$ cat config.mk
export PLATFORM = sky130hd
export DESIGN_NAME = dual_counter_arbiter
export DESIGN_NICKNAME = d
export VERILOG_FILES = /design/src/rtl/dual_counter_arbiter_pkg.sv /design/src/rtl/dual_counter_arbiter_pend_counter.sv /design/src/rtl/dual_counter_arbiter.sv
export SDC_FILE = /design/constraint.sdc
export NUM_CORES = 1
export LEC_CHECK = 0
export CORE_MARGIN = 4
export CORE_UTILIZATION = 50
export CTS_CLUSTER_SIZE = 8
export DETAILED_ROUTE_END_ITERATION = 10
export HOLD_SLACK_MARGIN = 0.05
export PLACE_DENSITY = 0.78
export SYNTH_ARGS = -nofsm -noshare
export SYNTH_HDL_FRONTEND = slang
export SYNTH_HIERARCHICAL = 1
export SYNTH_SLANG_ARGS = --single-unit
export TNS_END_PERCENT = 20
$ cat constraint.sdc
create_clock -name clk -period 2.8 [get_ports clk]
set_input_delay 0.56 -clock clk [delete_from_list [all_inputs] [get_ports clk]]
set_output_delay 0.56 -clock clk [all_outputs]
set_load 0.01 [all_outputs]
$ cat src/rtl/dual_counter_arbiter_pkg.sv
// Shared constants and helpers for the dual counter arbiter.
package ctr_arb_pkg;

  localparam int   PEND_W_DEF = 4;
  localparam int   NUM_REQ    = 2;

  localparam logic SEL_CNT0   = 1'b0;
  localparam logic SEL_CNT1   = 1'b1;

  localparam logic MODE_RR    = 1'b0;
  localparam logic MODE_PRIO  = 1'b1;

  // One arbitration decision: whether a grant happens and to whom.
  typedef struct packed {
    logic vld;
    logic id;
  } grant_t;

  // Pick a winner from the eligible set. Round-robin favours the requester
  // that was not granted last; priority mode always favours requester 0.
  function automatic grant_t pick_grant(logic [NUM_REQ-1:0] elig, logic mode, logic last);
    grant_t g;
    g.vld = 1'b0;
    g.id  = SEL_CNT0;
    case (elig)
      2'b01: begin g.vld = 1'b1; g.id = SEL_CNT0; end
      2'b10: begin g.vld = 1'b1; g.id = SEL_CNT1; end
      2'b11: begin
        g.vld = 1'b1;
        g.id  = (mode == MODE_PRIO) ? SEL_CNT0 : ~last;
      end
      default: ;
    endcase
    return g;
  endfunction

endpackage

$ cat src/rtl/dual_counter_arbiter_pend_counter.sv
// Saturating backlog counter: +1 per accepted request, -1 per grant,
// sticky drop flag when a request arrives at max with nothing draining.
module pend_counter
  import ctr_arb_pkg::*;
#(
  parameter int W = PEND_W_DEF
) (
  input  logic         clk,
  input  logic         reset,
  input  logic         inc,
  input  logic         dec,
  output logic [W-1:0] cnt,
  output logic         drop
);

  logic sat;
  assign sat = &cnt;

  // Backlog update; a simultaneous inc/dec cancels, which also accepts a
  // request at saturation without raising drop.
  always_ff @(posedge clk) begin
    if (!reset) begin
      cnt  <= '0;
      drop <= 1'b0;
    end else if (dec && !inc) begin
      cnt <= cnt - 1'b1;
    end else if (inc && !dec) begin
      if (sat) drop <= 1'b1;
      else     cnt  <= cnt + 1'b1;
    end
  end

endmodule

$ cat src/rtl/dual_counter_arbiter.sv
// Two-requester increment scheduler driving a shared dual counter bank.
// Requests are buffered per requester; at most one grant per cycle.
module dual_counter_arbiter
  import ctr_arb_pkg::*;
#(
  parameter int PEND_W = PEND_W_DEF
) (
  input  logic              clk,
  input  logic              reset,
  input  logic              req0,
  input  logic              req1,
  input  logic              hold,
  input  logic              mode,
  output logic              sel,
  output logic              en,
  output logic [PEND_W-1:0] pend0,
  output logic [PEND_W-1:0] pend1,
  output logic              busy,
  output logic              drop0,
  output logic              drop1
);

  logic [NUM_REQ-1:0][PEND_W-1:0] pend;
  logic [NUM_REQ-1:0]             drop;
  logic [NUM_REQ-1:0]             req;
  logic [NUM_REQ-1:0]             elig;
  logic [NUM_REQ-1:0]             dec;
  logic                           last;
  grant_t                         gnt;

  assign req = {req1, req0};

  // Eligibility and grant come from registered backlog only, so the
  // decision made this cycle lands on the bank at the next edge.
  always_comb begin
    elig = '0;
    for (int i = 0; i < NUM_REQ; i++)
      elig[i] = !hold && (pend[i] != '0);
    gnt = pick_grant(elig, mode, last);
    dec = '0;
    if (gnt.vld) dec[gnt.id] = 1'b1;
  end

  for (genvar i = 0; i < NUM_REQ; i++) begin : g_pend
    pend_counter #(.W(PEND_W)) u_pend (
      .clk   (clk),
      .reset (reset),
      .inc   (req[i]),
      .dec   (dec[i]),
      .cnt   (pend[i]),
      .drop  (drop[i])
    );
  end

  // Bank drive and round-robin pointer; sel only moves on a grant so the
  // bank never sees a select change while idle. last=1 lets req0 win first.
  always_ff @(posedge clk) begin
    if (!reset) begin
      sel  <= SEL_CNT0;
      en   <= 1'b0;
      last <= SEL_CNT1;
    end else begin
      en <= gnt.vld;
      if (gnt.vld) begin
        sel  <= gnt.id;
        last <= gnt.id;
      end
    end
  end

  assign pend0 = pend[0];
  assign pend1 = pend[1];
  assign drop0 = drop[0];
  assign drop1 = drop[1];
  assign busy  = (pend[0] != '0) || (pend[1] != '0);

endmodule

==> PnR_summary.wiki, run 1 <==
{| class="wikitable"
! Metric !! Value
|-
| Arrival time of data at the critical path endpoint || 2760 ps
|-
| Clock latency on the worst-skew pair || 270 ps
|-
| Pre-CTS setup slack || -29.3 ps
|-
| Grt total ovfl || 0
|-
| Synth-to-Final Area Change || 27.4%
|-
| Power per standard cell area || 1050 nW/um2
|-
| Maximum net fanout on the critical path || 2
|-
| Hold-fix buffers at CTS || 0
|-
| Netlist cell types || 37
|-
| Minimum period implied by the final worst setup slack || approximately 2600 ps
|-
| Largest net degree at the start of global routing || 18
|-
| Number of detailed-routing iterations run before antenna repair || 4
|-
| Part of the Yosys area used for sequential elements || 28.3%
|-
| Number of nets produced by synthesis || 110
|-
| Worst path cell trace || clkdlybuf4s50_1, nor2_1, o211ai_1, inv_1, ha_1, xor2_1, ha_1, a21oi_1, xor2_1, or3_1, a21boi_0
|-
| Hold slack || 479 ps
|-
| Routability congestion estimate from global placement || 0.744
|-
| Number of failing hold endpoints at the final stage || 0
|-
| Number of nets still failing antenna checks after routing || 0
|-
| Std cell rows || 15
|-
| Minimum setup slack among reg-to-reg paths || 250 ps
|-
| # DRC || 0
|-
| Instance count along the most critical hold path || 1
|-
| Number of buffers and inverters on the critical path || 2
|-
| Utilization of the core after routing || 67.8%
|-
| VDD IR-drop max || ~630 uV
|-
| Most frequent cells in the layout || 18 x sky130_fd_sc_hd__clkdlybuf4s50_1, 13 x sky130_fd_sc_hd__dfxtp_1, 8 x sky130_fd_sc_hd__ha_1
|-
| TNS Setup || 0 ps
|-
| Most common library cell in the layout ignoring fill and taps || sky130_fd_sc_hd__clkdlybuf4s50_1
|-
| Timing-limited maximum frequency || 391 MHz
|-
| Type of element launching the critical path || input port
|-
| Total via count after detailed routing || 780
|-
| Wire length of the first global-routing pass || 3.17 mm
|-
| Headroom to the max-slew limit || around two thirds
|-
| Lkg Pwr || 0.545 nW
|-
| Number of setup buffers added after CTS || 0
|-
| Detailed-route wire length || 1.87 mm
|-
| Height of the die || 50.9 um
|-
| Cell with the largest stage delay on the worst path || sky130_fd_sc_hd__clkdlybuf4s50_1
|-
| Synthesis Warnings || 6
|-
| Endpoint of the most critical register-to-register path || g_pend[1].u_pend/cnt[2]
|-
| CTS tree || yes
|-
| Placed wire-length estimate || 1.44 mm
|-
| Post-synthesis sequential element count || 13
|-
| Final count of negative-setup-slack endpoints || 0
|-
| Layout Nets || 135
|-
| Mapped Area || a little over 900 um2
|-
| Total inserted antenna cells || 0
|-
| Num Clock Sinks || 13
|-
| Clock tree root driver cell || sky130_fd_sc_hd__clkbuf_4
|-
| Die ar. || 2590 um2
|-
| Iteration-0 DRC count of the detailed router || 11
|-
| RSZ-0062 raised after global routing || no
|-
| Hold Path Origin || g_pend[0].u_pend/drop
|-
| Status || finished, final reports clean
|-
| Count of input and output buffers || 18
|-
| Hold/Removal Path Class || reg2reg
|-
| Number of top-level design ports || 19
|-
| Cell family with the largest share of critical-path delay || buffers and inverters
|-
| Antenna violations before repair || 0
|-
| Setup clock skew after layout || 1.92 ps
|-
| Slew of the pin with the lowest slew margin || 519 ps
|-
| Cell types occupying the most area after synthesis || sky130_fd_sc_hd__dfxtp_1 28%, sky130_fd_sc_hd__ha_1 11%, sky130_fd_sc_hd__xor2_1 5.7%
|-
| Pwr Total || 0.00123 W
|-
| Fraction of post-synthesis cell area in the top cell type by area || 28.3%
|-
| Post-layout worst setup margin || 241 ps
|-
| Average cell area after synthesis || about 9.6 um2
|-
| Core region area || 1730 um2
|-
| TritonCTS buffer count || 3
|-
| Maximum buffer depth of the clock tree || 2
|-
| Post-synth top area cell || sky130_fd_sc_hd__dfxtp_1
|-
| Final Max Tran Viols || 0
|-
| Number of filler instances in the final layout || 156
|-
| H-tree depth reported by CTS || 1
|-
| Initial standard-cell utilization of the core || 53.2%
|-
| Number of global-route vias before repair || 727
|-
| Global-route total usage across every layer || 16.3%
|-
| Tcrit/Tclk final || 91.4%
|-
| Vias per cell || 5.38
|-
| Hold Crit Endpoint || g_pend[0].u_pend/drop
|-
| Mean routed wirelength per cell || 12.9 um
|-
| Critical path required time || 3000 ps
|-
| Max-cap violations || 0
|-
| Count of cells resized by post-cts repair || 0
|-
| Layout cells sized above 1 || between 10% and 20%
|-
| Worst reg-to-reg path cell count || 10
|-
| Launch point of the worst reg-to-reg path || g_pend[1].u_pend/cnt[3]
|-
| Category of the worst setup path capture point || flop
|-
| Clock-pin slew on the worst setup and hold paths || 80 ps
|-
| Startpoint-to-endpoint class of the critical path || in2reg
|-
| Delay of the slowest critical-path stage || 480 ps
|-
| Die Span X || 50.9 um
|-
| Gate Count Post-Synth || 96
|}
==> flip-flops by register name (all words and copies together), names as in the netlist <==
| signal | count |
|---|---|
| g_pend.u_pend/cnt | 8 |
| last | 1 |
| g_pend.u_pend/drop | 2 |
| en | 1 |
| sel | 1 |
==> worst max path at each step <==
stage | from | to | slack, ps | cells after the start
2_1_floorplan | g_pend[1].u_pend/cnt[0] | g_pend[1].u_pend/cnt[2] | 260 | 11
3_3_place_gp | mode | g_pend[1].u_pend/cnt[2] | 80 | 11
3_5_place_dp | mode | g_pend[1].u_pend/cnt[2] | -30 | 11
4_1_cts | mode | g_pend[1].u_pend/cnt[2] | 230 | 11
5_1_grt | g_pend[1].u_pend/cnt[3] | g_pend[1].u_pend/cnt[2] | 60 | 10
6_report | mode | g_pend[1].u_pend/cnt[2] | 240 | 11
==> cell usage after synthesis <==
cell / n
sky130_fd_sc_hd__nor4_4: 1
sky130_fd_sc_hd__o21a_1: 2
sky130_fd_sc_hd__nand4_2: 2
sky130_fd_sc_hd__inv_1: 6
sky130_fd_sc_hd__nor2_1: 1
sky130_fd_sc_hd__a21oi_2: 1
sky130_fd_sc_hd__nor4b_1: 2
sky130_fd_sc_hd__or4_4: 1
sky130_fd_sc_hd__a211oi_2: 1
sky130_fd_sc_hd__nand2b_1: 2
sky130_fd_sc_hd__o21ai_1: 1
sky130_fd_sc_hd__nor2b_1: 2
sky130_fd_sc_hd__nor3_1: 2
sky130_fd_sc_hd__a21boi_0: 2
sky130_fd_sc_hd__o211ai_1: 1
sky130_fd_sc_hd__dfxtp_1: 13
sky130_fd_sc_hd__nand3b_1: 2
sky130_fd_sc_hd__nand2_1: 5
sky130_fd_sc_hd__nor4_1: 1
sky130_fd_sc_hd__a32o_1: 2
sky130_fd_sc_hd__clkbuf_2: 2
sky130_fd_sc_hd__mux2i_1: 2
sky130_fd_sc_hd__xor2_1: 6
sky130_fd_sc_hd__a21boi_2: 1
sky130_fd_sc_hd__xnor2_1: 2
sky130_fd_sc_hd__and2_1: 2
sky130_fd_sc_hd__nor3b_1: 4
sky130_fd_sc_hd__ha_1: 8
sky130_fd_sc_hd__or3_1: 2
sky130_fd_sc_hd__o21ai_0: 3
sky130_fd_sc_hd__and3_1: 1
sky130_fd_sc_hd__a211o_1: 2
sky130_fd_sc_hd__a21oi_1: 3
sky130_fd_sc_hd__nand4b_1: 2
sky130_fd_sc_hd__a21o_1: 2
sky130_fd_sc_hd__buf_6: 2
sky130_fd_sc_hd__o21bai_2: 2
==> cells by family (layout without fill, tap and decap cells) <==
kind of cell             count (synthesis)  in the layout  share of synthesized area [%]
AO/OA/AOI/OAI                           23             23                           19.6
AND/OR/NAND/NOR                         32             32                           25.3
XOR/XNOR                                 8              8                           7.63
multiplexers                             2              2                           2.18
flip-flops                              13             13                           28.3
adder cells (fa/ha/maj)                  8              8                           10.9
buffers and inverters                   10             34                           5.99
==> report_power, final <==
part	internal [W]	switching [W]	leakage, nW
Sequential	0.000251	0.000107	0.106
Combinational	0.000412	0.000344	0.421
Clock	0.0000530	0.0000610	0.0177
Total	0.000716	0.000511	0.545
==> routing by layer <==
layer  GRT usage, %  up-vias  wire length (um)
met3           7.00        5                96
met4           5.38        0                19
met2           25.0       17               865
li1               -      394                 -
met1           20.3      364               887
met5              0        -                 0
==> cell type report <==
cell class	instances	area, um2	area share (%)
well taps	25	31.3	2.67
multi-input cells	73	603	51.6
clock inverters	1	5.00	0.428
repair buffers	24	225	19.3
inverters	6	22.5	1.93
clock buffers	3	22.5	1.93
flip-flops and latches	13	260	22.2
==> stage by stage <==
step	instances	cell area, um2
2_1_floorplan	96	918
3_3_place_gp	141	1140
3_5_place_dp	141	1140
4_1_cts	145	1170
5_1_grt	145	1170
6_report	145	1170
Power figures use the tool's default switching activity.
==> run 2, diff against run 1 <==
RECOVER_POWER = 25   (was unset)
==> PnR_summary.wiki, run 2 (synthesis results as in run 1) <==
{| class="wikitable"
! Metric !! Value
|-
| TritonCTS buffer count || 3
|-
| Total inserted antenna cells || 0
|-
| Status || finished, final reports clean
|-
| VDD IR-drop max || 632 uV
|-
| Startpoint-to-endpoint class of the critical path || reg2reg
|-
| Std cell rows || 15
|-
| H-tree depth reported by CTS || 1
|-
| Tcrit/Tclk final || 89.8%
|-
| Core region area || 1730 um2
|-
| Number of top-level design ports || 19
|-
| Largest net degree at the start of global routing || 18
|-
| Layout Nets || around 140
|-
| Maximum net fanout on the critical path || 7
|-
| Global-route total usage across every layer || between 10% and 20%
|-
| Slew of the pin with the lowest slew margin || 530 ps
|-
| Capture point of the critical path || g_pend[1].u_pend/cnt[2]
|-
| Minimum setup slack among reg-to-reg paths || about 280 ps
|-
| Initial standard-cell utilization of the core || 53.2%
|-
| Clock tree root driver cell || sky130_fd_sc_hd__clkbuf_4
|-
| Hold/Removal Path Class || reg2reg
|-
| Die ar. || between 2000 and 3000 um2
|-
| Launch point of the worst reg-to-reg path || g_pend[1].u_pend/cnt[3]
|-
| Max-cap violations || 0
|-
| Count of input and output buffers || 18
|-
| Hold-fix buffers at CTS || 0
|-
| Maximum buffer depth of the clock tree || 2
|-
| Power per standard cell area || between 1000 and 1500 nW/um2
|-
| Clock-pin slew on the worst setup and hold paths || 80 ps
|-
| Detailed-route wire length || 1.90 mm
|-
| Height of the die || ~51 um
|-
| Biggest regs || g_pend.u_pend/cnt x8, g_pend.u_pend/drop x2
|-
| Grt total ovfl || 0
|-
| Synth-to-Final Area Change || 27.0%
|-
| Number of setup buffers added after CTS || 0
|-
| Number of failing hold endpoints at the final stage || 0
|-
| Antenna violations before repair || 0
|-
| Startpoint of the worst setup timing path || g_pend[1].u_pend/cnt[3]
|-
| Count of cells resized by post-cts repair || 0
|-
| CTS tree || yes
|-
| Timing-limited maximum frequency || about 400 MHz
|-
| Setup clock skew after layout || 0.734 ps
|-
| Register with the most flip-flops || g_pend.u_pend/cnt
|-
| Number of global-route vias before repair || 727
|-
| Worst reg-to-reg path cell count || 10
|-
| Type of element launching the critical path || flop
|-
| Total via count after detailed routing || 776
|-
| Die Span X || roughly 51 um
|-
| Num Clock Sinks || 13
|-
| Pwr Total || 0.00122 W
|-
| Endpoint of the most critical register-to-register path || g_pend[1].u_pend/cnt[2]
|-
| Delay of the slowest critical-path stage || 540 ps
|-
| RSZ-0062 raised after global routing || no
|-
| # DRC || 0
|-
| Number of detailed-routing iterations run before antenna repair || 2
|-
| Clock latency on the worst-skew pair || 270 ps
|-
| Critical path required time || 3000 ps
|-
| Headroom to the max-slew limit || 64.6%
|-
| Worst path cell trace || or4_4, o211ai_1, inv_1, ha_1, xor2_1, ha_1, a21oi_1, xor2_1, or3_1, a21boi_0
|-
| Mean routed wirelength per cell || between 10 and 15 um
|-
| Category of the worst setup path capture point || flop
|-
| Routability congestion estimate from global placement || 0.744
|-
| Final count of negative-setup-slack endpoints || 0
|-
| Cell with the largest stage delay on the worst path || sky130_fd_sc_hd__or4_4
|-
| Arrival time of data at the critical path endpoint || 2720 ps
|-
| Number of nets still failing antenna checks after routing || 0
|-
| Minimum period implied by the final worst setup slack || 2520 ps
|-
| Layout cells sized above 1 || between 10% and 20%
|-
| Placed wire-length estimate || 1.44 mm
|-
| Most frequent cells in the layout || 14 x sky130_fd_sc_hd__clkdlybuf4s50_1, 13 x sky130_fd_sc_hd__dfxtp_1, 8 x sky130_fd_sc_hd__ha_1
|-
| Wire length of the first global-routing pass || 3.17 mm
|-
| Iteration-0 DRC count of the detailed router || 7
|-
| Lkg Pwr || ~0.55 nW
|-
| Utilization of the core after routing || approximately two thirds
|-
| Max FFs per register || 8
|-
| Final Max Tran Viols || 0
|-
| Vias per cell || 5.35
|-
| Most common library cell in the layout ignoring fill and taps || sky130_fd_sc_hd__clkdlybuf4s50_1
|}
[run 2: changes by cell type in the layout (fill, tap and decap cells not counted), sizes merged]
cell / delta
dlygate4sd3: +4
clkdlybuf4s50: -4
[run 2: per-stage QoR]
step / std cells / hold slack (ps) / setup TNS, ps / instance area [um2] / setup WS (ps)
floorplan: 96 / 505 / 0 / 918 / 259
global placement: 141 / 449 / 0 / 1140 / 76.1
detailed placement: 141 / 459 / -29.3 / 1140 / -29.3
CTS: 145 / 479 / 0 / 1170 / 232
global route: 145 / 490 / 0 / 1170 / 63.8
finish: 145 / 473 / 0 / 1170 / 285
[run 2: layer usage]
metal	global-route usage (%)	vias up	wire length (um)
met3	7.00	0	70
met5	0	-	0
met4	5.38	0	0
li1	-	395	-
met1	20.3	369	931
met2	25.0	12	893
[run 2: critical path: cells and delay by family, from the launching register on]
family,cells,cell delay (ps)
fa+ha+maj,2,420
compound gates,3,450
xor+xnor,2,250
simple gates,2,840
flops,1,380
buf+inv,1,90
[run 2: worst min-delay path by stage]
stage                                 end  cells past startpoint                   from
floorplan                            last                      2                   last
global placement    g_pend[0].u_pend/drop                      1  g_pend[0].u_pend/drop
detailed placement  g_pend[1].u_pend/drop                      1  g_pend[1].u_pend/drop
CTS                 g_pend[0].u_pend/drop                      1  g_pend[0].u_pend/drop
global route        g_pend[0].u_pend/drop                      1  g_pend[0].u_pend/drop
finish              g_pend[0].u_pend/drop                      1  g_pend[0].u_pend/drop
[run 2: power by group]
group          internal, W  switching, W
clock network    0.0000529     0.0000613
logic             0.000406      0.000343
registers         0.000250      0.000109
total             0.000709      0.000513
[run 2: final cells by class]
cell class | instances | area (um2)
well taps | 25 | 31.3
inverters | 6 | 22.5
multi-input cells | 73 | 599
fillers | 158 | 561
flip-flops and latches | 13 | 260
repair buffers | 24 | 225
clock inverters | 1 | 5.00
clock buffers | 3 | 22.5
==> run 3, diff against run 2 <==
CORE_ASPECT_RATIO = 1.25   (was unset)
==> PnR_summary.wiki, run 3 (synthesis results as in run 1) <==
{| class="wikitable"
! Metric !! Value
|-
| Power per standard cell area || 1050 nW/um2
|-
| Maximum net fanout on the critical path || 5
|-
| Core region area || 1770 um2
|-
| Wire length of the first global-routing pass || 3.20 mm
|-
| Area of the multi-input gates || roughly 600 um2
|-
| Routability congestion estimate from global placement || 0.772
|-
| Launch point of the worst reg-to-reg path || g_pend[1].u_pend/cnt[3]
|-
| Instance count along the most critical hold path || 1
|-
| FF/Latch Area || 260 um2
|-
| Die Span X || 46.3 um
|-
| Layout Nets || about 140
|-
| Number of detailed-routing iterations run before antenna repair || 4
|-
| Pwr Total || 0.00123 W
|-
| Endpoint of the most critical register-to-register path || g_pend[1].u_pend/cnt[2]
|-
| Hold/Removal Path Class || reg2reg
|-
| Mean routed wirelength per cell || 13.1 um
|-
| Final Max Tran Viols || 0
|-
| Iteration-0 DRC count of the detailed router || 6
|-
| Grt total ovfl || 0
|-
| Register with the most flip-flops || g_pend.u_pend/cnt
|-
| Most common library cell in the layout ignoring fill and taps || sky130_fd_sc_hd__clkdlybuf4s50_1
|-
| Number of global-route vias before repair || 774
|-
| H-tree depth reported by CTS || 1
|-
| Number of filler instances in the final layout || approximately 150
|-
| Count of input and output buffers || 18
|-
| Post-route insts no fill || 141
|-
| Global-route total usage across every layer || 16.2%
|-
| Tcrit/Tclk final || 91.9%
|-
| Critical path required time || ~3000 ps
|-
| Vias per cell || approximately 5.5
|-
| Placed wire-length estimate || 1.45 mm
|-
| Placed Cells || 137
|-
| Std cell rows || 17
|-
| Setup clock skew after layout || approximately 5.6 ps
|-
| Count of cells resized by post-cts repair || 0
|-
| Delay of the slowest critical-path stage || 470 ps
|-
| Total inserted antenna cells || 0
|-
| Post-layout worst setup margin || roughly 230 ps
|-
| Most frequent cells in the layout || 14 x sky130_fd_sc_hd__clkdlybuf4s50_1, 13 x sky130_fd_sc_hd__dfxtp_1, 8 x sky130_fd_sc_hd__ha_1, 8 x sky130_fd_sc_hd__buf_4
|-
| Detailed-route wire length || 1.85 mm
|-
| Max-cap violations || 0
|-
| Startpoint-to-endpoint class of the critical path || in2reg
|-
| Number of nets still failing antenna checks after routing || 0
|-
| TritonCTS buffer count || 3
|-
| Num Clock Sinks || 13
|-
| Number of setup buffers added after CTS || 0
|-
| Headroom to the max-slew limit || 64.2%
|-
| TNS Setup || 0 ps
|-
| # DRC || 0
|-
| Type of element launching the critical path || input port
|-
| Minimum period implied by the final worst setup slack || 2570 ps
|-
| Pre-CTS setup slack || -35.4 ps
|-
| Synth-to-Final Area Change || 27.7%
|-
| Antenna violations before repair || 0
|-
| Category of the worst setup path capture point || flop
|-
| VDD IR-drop max || 669 uV
|-
| Die ar. || 2590 um2
|-
| Number of top-level design ports || 19
|-
| Largest net degree at the start of global routing || 18
|-
| Final count of negative-setup-slack endpoints || 0
|-
| Worst path cell trace || clkdlybuf4s50_1, nor2_1, o211ai_1, inv_1, ha_1, xor2_1, ha_1, a21oi_1, xor2_1, or3_1, a21boi_0
|-
| Timing-limited maximum frequency || between 300 and 400 MHz
|-
| Number of failing hold endpoints at the final stage || 0
|-
| Slew of the pin with the lowest slew margin || approximately 530 ps
|-
| Status || finished, final reports clean
|-
| Arrival time of data at the critical path endpoint || approximately 2800 ps
|-
| Max FFs per register || 8
|-
| Minimum setup slack among reg-to-reg paths || 230 ps
|-
| Hold Crit Endpoint || g_pend[0].u_pend/drop
|-
| Maximum buffer depth of the clock tree || 2
|-
| Height of the die || approximately 56 um
|-
| Layout cells sized above 1 || 15.6%
|-
| Utilization of the core after routing || 66.4%
|-
| Biggest regs || g_pend.u_pend/cnt x8, g_pend.u_pend/drop x2
|-
| Cell with the largest stage delay on the worst path || sky130_fd_sc_hd__clkdlybuf4s50_1
|-
| CTS tree || yes
|-
| Clock-pin slew on the worst setup and hold paths || 80 ps
|-
| RSZ-0062 raised after global routing || no
|-
| Hold Path Origin || g_pend[0].u_pend/drop
|-
| Clock latency on the worst-skew pair || approximately 270 ps
|-
| Worst reg-to-reg path cell count || 10
|-
| Lkg Pwr || 0.560 nW
|-
| Total via count after detailed routing || 778
|-
| Hold-fix buffers at CTS || 0
|-
| Clock tree root driver cell || sky130_fd_sc_hd__clkbuf_4
|-
| Initial standard-cell utilization of the core || 52.0%
|}
## run 3: changes by cell type in the layout (fill, tap and decap cells not counted), sizes merged
cell | previous run | this run
clkinv | 1 | 0
clkbuf | 3 | 4
buf | 6 | 8
## run 3: how the worst max path moves through the flow
stage          slack [ps]                    start                       to  cells after the start
5_1_grt                50  g_pend[1].u_pend/cnt[3]  g_pend[0].u_pend/cnt[2]                      9
3_3_place_gp           80                     mode  g_pend[1].u_pend/cnt[2]                     11
4_1_cts               200  g_pend[1].u_pend/cnt[3]  g_pend[0].u_pend/cnt[2]                      9
3_5_place_dp          -40                     mode  g_pend[1].u_pend/cnt[2]                     11
2_1_floorplan         260  g_pend[1].u_pend/cnt[0]  g_pend[1].u_pend/cnt[2]                     11
6_report              230                     mode  g_pend[1].u_pend/cnt[2]                     11
## run 3: worst max-delay path: cells and delay by family
kind                     cells  cell delay, ps
AO/OA/AOI/OAI                3             540
AND/OR/NAND/NOR              2             360
adder cells (fa/ha/maj)      2             470
XOR/XNOR                     2             260
buffers and inverters        2             560
## run 3: area by class of cell
class	instances	share of cell area (%)
multi-input cells	73	51.1
flip-flops and latches	13	22.2
repair buffers	26	20.5
clock buffers	4	2.24
well taps	19	2.03
inverters	6	1.92
## run 3: power by group
| group | internal (W) | total (W) | switching (W) | leakage (nW) |
|---|---|---|---|---|
| registers | 0.000250 | 0.000347 | 0.0000964 | 0.106 |
| logic | 0.000419 | 0.000767 | 0.000348 | 0.439 |
| clock network | 0.0000551 | 0.000115 | 0.0000600 | 0.0150 |
| total | 0.000725 | 0.00123 | 0.000504 | 0.560 |
## run 3: metrics by stage
step	hold WS (ps)	cell area, um2
2_1_floorplan	505	918
3_3_place_gp	447	1150
3_5_place_dp	453	1150
4_1_cts	472	1180
5_1_grt	479	1170
6_report	462	1170
## run 3: metal layers
metal  vias up  routed length [um]  track usage [%]
li1        398                   -                -
met5         -                   0                0
met4         0                  28             6.10
met2        20                 959             27.6
met3         4                  71             3.88
met1       356                 785             18.6
